### config.mk
export PLATFORM = sky130hd
export DESIGN_NAME = text_display_controller
export DESIGN_NICKNAME = d
export VERILOG_FILES = /design/src/rtl/text_video_pkg.sv /design/src/rtl/video_timing_counter.sv /design/src/rtl/text_display_controller.sv
export SDC_FILE = /design/constraint.sdc
export NUM_CORES = 1
export LEC_CHECK = 0
export ABC_CLOCK_PERIOD_IN_PS = 3500
export CAP_MARGIN = 10
export CORE_MARGIN = 8
export CORE_UTILIZATION = 51
export CTS_CLUSTER_DIAMETER = 100
export DETAILED_ROUTE_END_ITERATION = 6
export HOLD_SLACK_MARGIN = 0.12
export PLACE_DENSITY = 0.75
export SLEW_MARGIN = 30
export SYNTH_ARGS = -nofsm -noshare
export SYNTH_HDL_FRONTEND = slang
export SYNTH_SLANG_ARGS = --single-unit
### constraint.sdc
create_clock -name clk -period 3.5 [get_ports clk]
set_clock_uncertainty 0.15 [all_clocks]
set_input_delay 0.7 -clock clk [delete_from_list [all_inputs] [get_ports clk]]
set_output_delay 0.7 -clock clk [all_outputs]
set_load 0.005 [all_outputs]
### src/rtl/text_video_pkg.sv
// Shared definitions for the 80x30 text-mode raster controller.
// Holds the default 640x480 timing, cell geometry, text-RAM address width,
// the character code type and the row-to-address helper.
package text_video_pkg;

    localparam int unsigned DEF_H_VISIBLE = 640;
    localparam int unsigned DEF_H_FRONT   = 16;
    localparam int unsigned DEF_H_SYNC    = 96;
    localparam int unsigned DEF_H_BACK    = 48;
    localparam int unsigned DEF_V_VISIBLE = 480;
    localparam int unsigned DEF_V_FRONT   = 10;
    localparam int unsigned DEF_V_SYNC    = 2;
    localparam int unsigned DEF_V_BACK    = 33;

    localparam int unsigned H_TOTAL = DEF_H_VISIBLE + DEF_H_FRONT + DEF_H_SYNC + DEF_H_BACK;
    localparam int unsigned V_TOTAL = DEF_V_VISIBLE + DEF_V_FRONT + DEF_V_SYNC + DEF_V_BACK;

    localparam int unsigned COLS   = 80;
    localparam int unsigned ROWS   = 30;
    localparam int unsigned CELL_W = 8;
    localparam int unsigned CELL_H = 16;
    localparam int unsigned ADDR_W = 12;
    localparam int unsigned CNT_W  = 10;

    typedef logic [3:0] char_code_t;

    // row * 80 as (row << 6) + (row << 4); avoids a multiplier.
    function automatic logic [ADDR_W-1:0] row_base(input logic [5:0] row);
        return {row, 6'b000000} + {2'b00, row, 4'b0000};
    endfunction

endpackage

### src/rtl/video_timing_counter.sv
// Raster position counters and stage-0 region decode.
// Ports:
//   clk, rst_n         pixel clock, async active-low reset
//   display_en         text enable, folded into active0
//   h_cnt, v_cnt       current dot / line position
//   hs0, vs0           raw sync regions (active high, undelayed)
//   active0            visible area and display enabled
//   frame_start        single-cycle pulse at h_cnt=0, v_cnt=0
//   vblank             line counter is past the visible area
module video_timing_counter
    import text_video_pkg::*;
#(
    parameter int unsigned H_VISIBLE = DEF_H_VISIBLE,
    parameter int unsigned H_FRONT   = DEF_H_FRONT,
    parameter int unsigned H_SYNC    = DEF_H_SYNC,
    parameter int unsigned H_BACK    = DEF_H_BACK,
    parameter int unsigned V_VISIBLE = DEF_V_VISIBLE,
    parameter int unsigned V_FRONT   = DEF_V_FRONT,
    parameter int unsigned V_SYNC    = DEF_V_SYNC,
    parameter int unsigned V_BACK    = DEF_V_BACK
) (
    input  logic             clk,
    input  logic             rst_n,
    input  logic             display_en,
    output logic [CNT_W-1:0] h_cnt,
    output logic [CNT_W-1:0] v_cnt,
    output logic             hs0,
    output logic             vs0,
    output logic             active0,
    output logic             frame_start,
    output logic             vblank
);

    localparam logic [CNT_W-1:0] H_LAST   = CNT_W'(H_VISIBLE + H_FRONT + H_SYNC + H_BACK - 1);
    localparam logic [CNT_W-1:0] V_LAST   = CNT_W'(V_VISIBLE + V_FRONT + V_SYNC + V_BACK - 1);
    localparam logic [CNT_W-1:0] H_VIS_L  = CNT_W'(H_VISIBLE);
    localparam logic [CNT_W-1:0] V_VIS_L  = CNT_W'(V_VISIBLE);
    localparam logic [CNT_W-1:0] HS_BEG   = CNT_W'(H_VISIBLE + H_FRONT);
    localparam logic [CNT_W-1:0] HS_END   = CNT_W'(H_VISIBLE + H_FRONT + H_SYNC);
    localparam logic [CNT_W-1:0] VS_BEG   = CNT_W'(V_VISIBLE + V_FRONT);
    localparam logic [CNT_W-1:0] VS_END   = CNT_W'(V_VISIBLE + V_FRONT + V_SYNC);

    logic [CNT_W-1:0] h_cnt_q, h_cnt_d;
    logic [CNT_W-1:0] v_cnt_q, v_cnt_d;

    always_comb begin
        h_cnt_d = h_cnt_q + CNT_W'(1);
        v_cnt_d = v_cnt_q;
        if (h_cnt_q == H_LAST) begin
            h_cnt_d = '0;
            if (v_cnt_q == V_LAST) begin
                v_cnt_d = '0;
            end else begin
                v_cnt_d = v_cnt_q + CNT_W'(1);
            end
        end
    end

    always_ff @(posedge clk or negedge rst_n) begin
        if (!rst_n) begin
            h_cnt_q <= '0;
            v_cnt_q <= '0;
        end else begin
            h_cnt_q <= h_cnt_d;
            v_cnt_q <= v_cnt_d;
        end
    end

    assign h_cnt  = h_cnt_q;
    assign v_cnt  = v_cnt_q;
    assign hs0    = (h_cnt_q >= HS_BEG) && (h_cnt_q < HS_END);
    assign vs0    = (v_cnt_q >= VS_BEG) && (v_cnt_q < VS_END);
    assign vblank = (v_cnt_q >= V_VIS_L);

    // The counters rest at 0/0 during reset; gating with rst_n keeps the
    // read strobe and the frame pulse quiet until reset is released.
    assign active0     = rst_n & display_en & (h_cnt_q < H_VIS_L) & (v_cnt_q < V_VIS_L);
    assign frame_start = rst_n & (h_cnt_q == '0) & (v_cnt_q == '0);

endmodule

### src/rtl/text_display_controller.sv
// Text-mode raster controller: 80x30 cells of 8x16 dots on a 640x480 raster.
// Stage 0 computes the text-RAM address from the counters, stage 1 presents
// the cell code and dot/scan position to the character generator, stage 2
// lines sync and blank up with the generator's registered pixel.
// Ports:
//   clk, rst_n                 pixel clock, async active-low reset
//   display_en                 0 blanks video while timing keeps running
//   txt_addr, txt_rd_en        text RAM read port (row*80 + col)
//   txt_data                   character code, one cycle after the read
//   cg_character, cg_dot_count, cg_scan_count, cg_en   generator inputs
//   cg_pixel                   generator output dot
//   video_out, hsync_n, vsync_n, blank   display pins
//   frame_start, vblank        stage-0 frame markers for the CPU side
module text_display_controller
    import text_video_pkg::*;
#(
    parameter int unsigned H_VISIBLE = DEF_H_VISIBLE,
    parameter int unsigned H_FRONT   = DEF_H_FRONT,
    parameter int unsigned H_SYNC    = DEF_H_SYNC,
    parameter int unsigned H_BACK    = DEF_H_BACK,
    parameter int unsigned V_VISIBLE = DEF_V_VISIBLE,
    parameter int unsigned V_FRONT   = DEF_V_FRONT,
    parameter int unsigned V_SYNC    = DEF_V_SYNC,
    parameter int unsigned V_BACK    = DEF_V_BACK
) (
    input  logic        clk,
    input  logic        rst_n,
    input  logic        display_en,
    output logic [11:0] txt_addr,
    output logic        txt_rd_en,
    input  logic [3:0]  txt_data,
    output logic [3:0]  cg_character,
    output logic [2:0]  cg_dot_count,
    output logic [3:0]  cg_scan_count,
    output logic        cg_en,
    input  logic        cg_pixel,
    output logic        video_out,
    output logic        hsync_n,
    output logic        vsync_n,
    output logic        blank,
    output logic        frame_start,
    output logic        vblank
);

    logic [CNT_W-1:0] h_cnt, v_cnt;
    logic             hs0, vs0, active0;

    video_timing_counter #(
        .H_VISIBLE (H_VISIBLE),
        .H_FRONT   (H_FRONT),
        .H_SYNC    (H_SYNC),
        .H_BACK    (H_BACK),
        .V_VISIBLE (V_VISIBLE),
        .V_FRONT   (V_FRONT),
        .V_SYNC    (V_SYNC),
        .V_BACK    (V_BACK)
    ) u_timing (
        .clk         (clk),
        .rst_n       (rst_n),
        .display_en  (display_en),
        .h_cnt       (h_cnt),
        .v_cnt       (v_cnt),
        .hs0         (hs0),
        .vs0         (vs0),
        .active0     (active0),
        .frame_start (frame_start),
        .vblank      (vblank)
    );

    // Stage 0: text RAM address.
    logic [5:0]        row;
    logic [6:0]        col;
    logic [ADDR_W-1:0] addr0;

    assign row   = v_cnt[9:4];
    assign col   = h_cnt[9:3];
    assign addr0 = row_base(row) + {5'b00000, col};

    assign txt_rd_en = active0;
    assign txt_addr  = active0 ? addr0 : '0;

    // Stage 1 (generator inputs) and stage 2 (pin alignment).
    logic [2:0] dot_q, dot_d;
    logic [3:0] scan_q, scan_d;
    logic       cg_en_q, cg_en_d;
    logic       hs1_q, hs1_d;
    logic       vs1_q, vs1_d;
    logic       blank1_q, blank1_d;
    logic       hsync_n_q, hsync_n_d;
    logic       vsync_n_q, vsync_n_d;
    logic       blank_q, blank_d;

    always_comb begin
        dot_d     = h_cnt[2:0];
        scan_d    = v_cnt[3:0];
        cg_en_d   = active0;
        hs1_d     = hs0;
        vs1_d     = vs0;
        blank1_d  = ~active0;
        hsync_n_d = ~hs1_q;
        vsync_n_d = ~vs1_q;
        blank_d   = blank1_q;
    end

    always_ff @(posedge clk or negedge rst_n) begin
        if (!rst_n) begin
            dot_q     <= '0;
            scan_q    <= '0;
            cg_en_q   <= 1'b0;
            hs1_q     <= 1'b0;
            vs1_q     <= 1'b0;
            blank1_q  <= 1'b1;
            hsync_n_q <= 1'b1;
            vsync_n_q <= 1'b1;
            blank_q   <= 1'b1;
        end else begin
            dot_q     <= dot_d;
            scan_q    <= scan_d;
            cg_en_q   <= cg_en_d;
            hs1_q     <= hs1_d;
            vs1_q     <= vs1_d;
            blank1_q  <= blank1_d;
            hsync_n_q <= hsync_n_d;
            vsync_n_q <= vsync_n_d;
            blank_q   <= blank_d;
        end
    end

    // RAM latency is one cycle, so the read data already lines up with stage 1.
    assign cg_character  = char_code_t'(txt_data);
    assign cg_dot_count  = dot_q;
    assign cg_scan_count = scan_q;
    assign cg_en         = cg_en_q;

    // The generator holds its last pixel while cg_en=0; blank masks it.
    assign hsync_n   = hsync_n_q;
    assign vsync_n   = vsync_n_q;
    assign blank     = blank_q;
    assign video_out = cg_pixel & ~blank_q;

endmodule
==> out/qor.yml <==
drt:
  drtIter0Drc: 129
  wl_per_cell_um: 15.7
  drc_errors: 0
  vias: 1529
  dr.pass1.iters: 4
  final_antenna_net_count: 0
  avgViaCountPerCell: 5.56
  routed_wl_um: 4310
cts:
  cts_buffer_depth: 2
  cts_buffers: 5
  htree_levels: 2
  clock-root-buffer: "clkbuf_8"
  clk_latency_ns: 0.29
  ctsHoldBuffers: 0
  clkTransAtPathRegs_ns: 0.07
  clock-sinks: 34
  cts_tree: "yes"
global_routing:
  grt_overflow: 0
  grt_max_degree: 19
  grt_pass1_wl_um: 7560
  track_usage_pct: 15.4
  antenna_found_initial: 0
  first_global_vias: 1585
synthesis:
  synth_top_area_share_pct: 38.9
  async_flop_share_pct: 100
  netlist_area_um2: 1930
  synthFlopType: "dfrtp_1"
  ys.warnings.count: 0
  synth_edf_count: 0
  synth_area_leaders: "dfrtp_1, ha_1, dfstp_2"
  syn_inst: 186
  syn_area_per_cell_um2: 10.4
  ys_ff_latch: 34
  yosys.area.top_type: "dfrtp_1"
  syn-num-nets: 211
  ys_seq_area_share_pct: 44.3
  synth_cell_types: 47
critical_path:
  critPathSlowestCell: "fa_1"
  worstPathRequired_ns: 2.65
  start_kind: "register"
  max_stage_delay_ns: 0.56
  crit_chain: "inv_1 -> fa_1 -> inv_1 -> ha_1 -> a211o_1 -> o211ai_1 -> a21oi_1 -> mux2i_1 -> clkdlybuf4s15_1"
  cp-end-kind: "output pin"
  crit_top_cell: "inv_1"
  cp.arrival_ns: 2.51
  path_class: "register to output pin"
  worstPathMaxFanout: 2
final_layout:
  fin_nets: 251
  drive_above_1_share_pct: 16.3
  areaGrowthSynthToFinish_pct: 25.3
  diodes: 0
timing:
  finalCritPeriodShare_pct: 95.9
  rsz0062_at_grt: "no"
  relSlewSlack_pct: 72.9
  setup_viol: 0
  maxSlewViolCount: 0
  max_freq_ghz: 0.298
  hold_viol: 0
  fin_crit_ns: 3.36
  tightest_slew_ns: 0.403
  fin_tns_setup_ns: 0
floorplan:
  io_pins: 39
  start_util_pct: 52.8
  dieHeight_um: 77.5
  fp.dieW_um: 77.5
  rows: 22
  die-area_um2: 6010
  core_um2: 3660
pwr:
  totalPowerFinal_w: 0.000722
  p_per_area_nw_per_um2: 298
  p_leak_nw: 1.17
  ir_drop_mv: 0.211
job:
  cap_viol_max_count: 0
worst_hold_path:
  hold_class: "register to register"
placement:
  dp_hpwl_um: 3250
  port-buffer-count: 30
  finalWeightedCongestion: 0.894
outcome:
  outcome: "finished clean"
## through the flow
| stage | cell area, µm² | utilization, % | std cells | hold WS (ns) | worst slack, ns |
|---|---|---|---|---|---|
| finish | 2420 | 66.1 | 275 | 0.207 | 0.143 |
| global route | 2420 | 66.1 | 275 | 0.216 | 0.000621 |
| CTS | 2410 | 65.8 | 274 | 0.207 | 0.0690 |
| detailed placement | 2310 | 63.1 | 266 | 0.198 | 0.0822 |
| global placement | 2310 | 63.1 | 266 | 0.191 | 0.176 |
| floorplan | 1930 | - | 186 | 0.187 | 0.584 |
## cells in the final DEF, fill, tap and decap left out, types with 6 or more instances in the layout
cell type,synthesis,final
nand2_1,6,6
inv_1,18,16
nand3_1,10,10
dfrtp_1,30,30
buf_4,5,9
ha_1,15,15
nand4_1,7,7
nor2_1,14,14
clkdlybuf4s50_1,0,25
clkbuf_8,0,6
o21ai_0,12,12
## synth_stat cells (2+ instances only)
library cell	n
dfrtp_1	30
inv_1	18
ha_1	15
nor2_1	14
o21ai_0	12
nand3_1	10
nand4_1	7
nand2_1	6
and2_1	5
buf_4	5
nor3_1	5
xnor2_1	5
xor2_1	5
and3_1	4
dfstp_2	4
a21oi_1	3
nor2b_1	3
a211o_1	2
a21o_1	2
fa_1	2
nor4_1	2
o31ai_1	2
## worst paths after layout
| kind | end | depth (start not counted) | slack [ns] | start |
|---|---|---|---|---|
| max | txt_addr[10] | 9 | 0.14 | u_timing.h_cnt[9]$_DFF_PN0_ |
| min | vsync_n$_DFF_PN1_ | 1 | 0.21 | vs1_q$_DFF_PN0_ |
| max reg2reg | u_timing.h_cnt[9]$_DFF_PN0_ | 5 | 1.59 | u_timing.h_cnt[0]$_DFF_PN0_ |
| min reg2reg | vsync_n$_DFF_PN1_ | 1 | 0.21 | vs1_q$_DFF_PN0_ |
| max in group asynchronous | hsync_n$_DFF_PN1_ | 2 | 2.23 | rst_n |
| min in group asynchronous | u_timing.v_cnt[7]$_DFFE_PN0N_ | 2 | 0.71 | rst_n |
## critical path: cells and delay by family, from the launching register on
kind            cells  cell delay, ns
flops               1            0.35
fa+ha+maj           2            0.86
buf+inv             3            0.35
mux                 1            0.15
compound gates      3            0.50
## metal layers
layer	wire length (µm)	vias up	global-route usage, %
met1	1780	740	17.4
met5	0	-	0
met2	2150	51	26.0
met4	82	0	6.23
met3	306	9	5.41
li1	-	729	-
## registers in the layout (all words and copies together) (netlist names)
| register | flops |
|---|---|
| blank | 1 |
| blank1_q | 1 |
| cg_dot_count | 3 |
| cg_en | 1 |
| cg_scan_count | 4 |
| hs1_q | 1 |
| hsync_n | 1 |
| u_timing.h_cnt | 10 |
| u_timing.v_cnt | 10 |
| vs1_q | 1 |
| vsync_n | 1 |
## cells by family after synthesis
group | share of synthesized area (%)
muxes | 0.518
xor gates and xnor gates | 4.53
DFF | 44.3
and+or+nand+nor | 22.5
buffers and inverters | 5.89
adders and majority gates | 11.8
AOI/OAI and AO/OA | 10.5
## power by group
group,switching (W),total (W),internal (W),leakage (nW)
clock network,0.000142,0.000300,0.000158,0.0472
registers,0.000000633,0.000396,0.000396,0.447
logic,0.0000140,0.0000254,0.0000114,0.679
total,0.000157,0.000722,0.000565,1.17
## what timing repair did
item	4_1_cts	5_1_grt
buffers inserted	0	1
setup endpoints to repair	4	1
pin swaps	3	2
resized for setup	7	4
## final cells by class
type / instances / area [µm²]
Fill cell: 293 / 1240
Inverter: 19 / 71.3
Timing Repair Buffer: 39 / 367
Tap cell: 48 / 60.1
Clock inverter: 2 / 12.5
Multi-Input combinational cell: 127 / 972
Sequential cell: 34 / 856
Clock buffer: 6 / 82.6
Power figures use the tool's default switching activity.
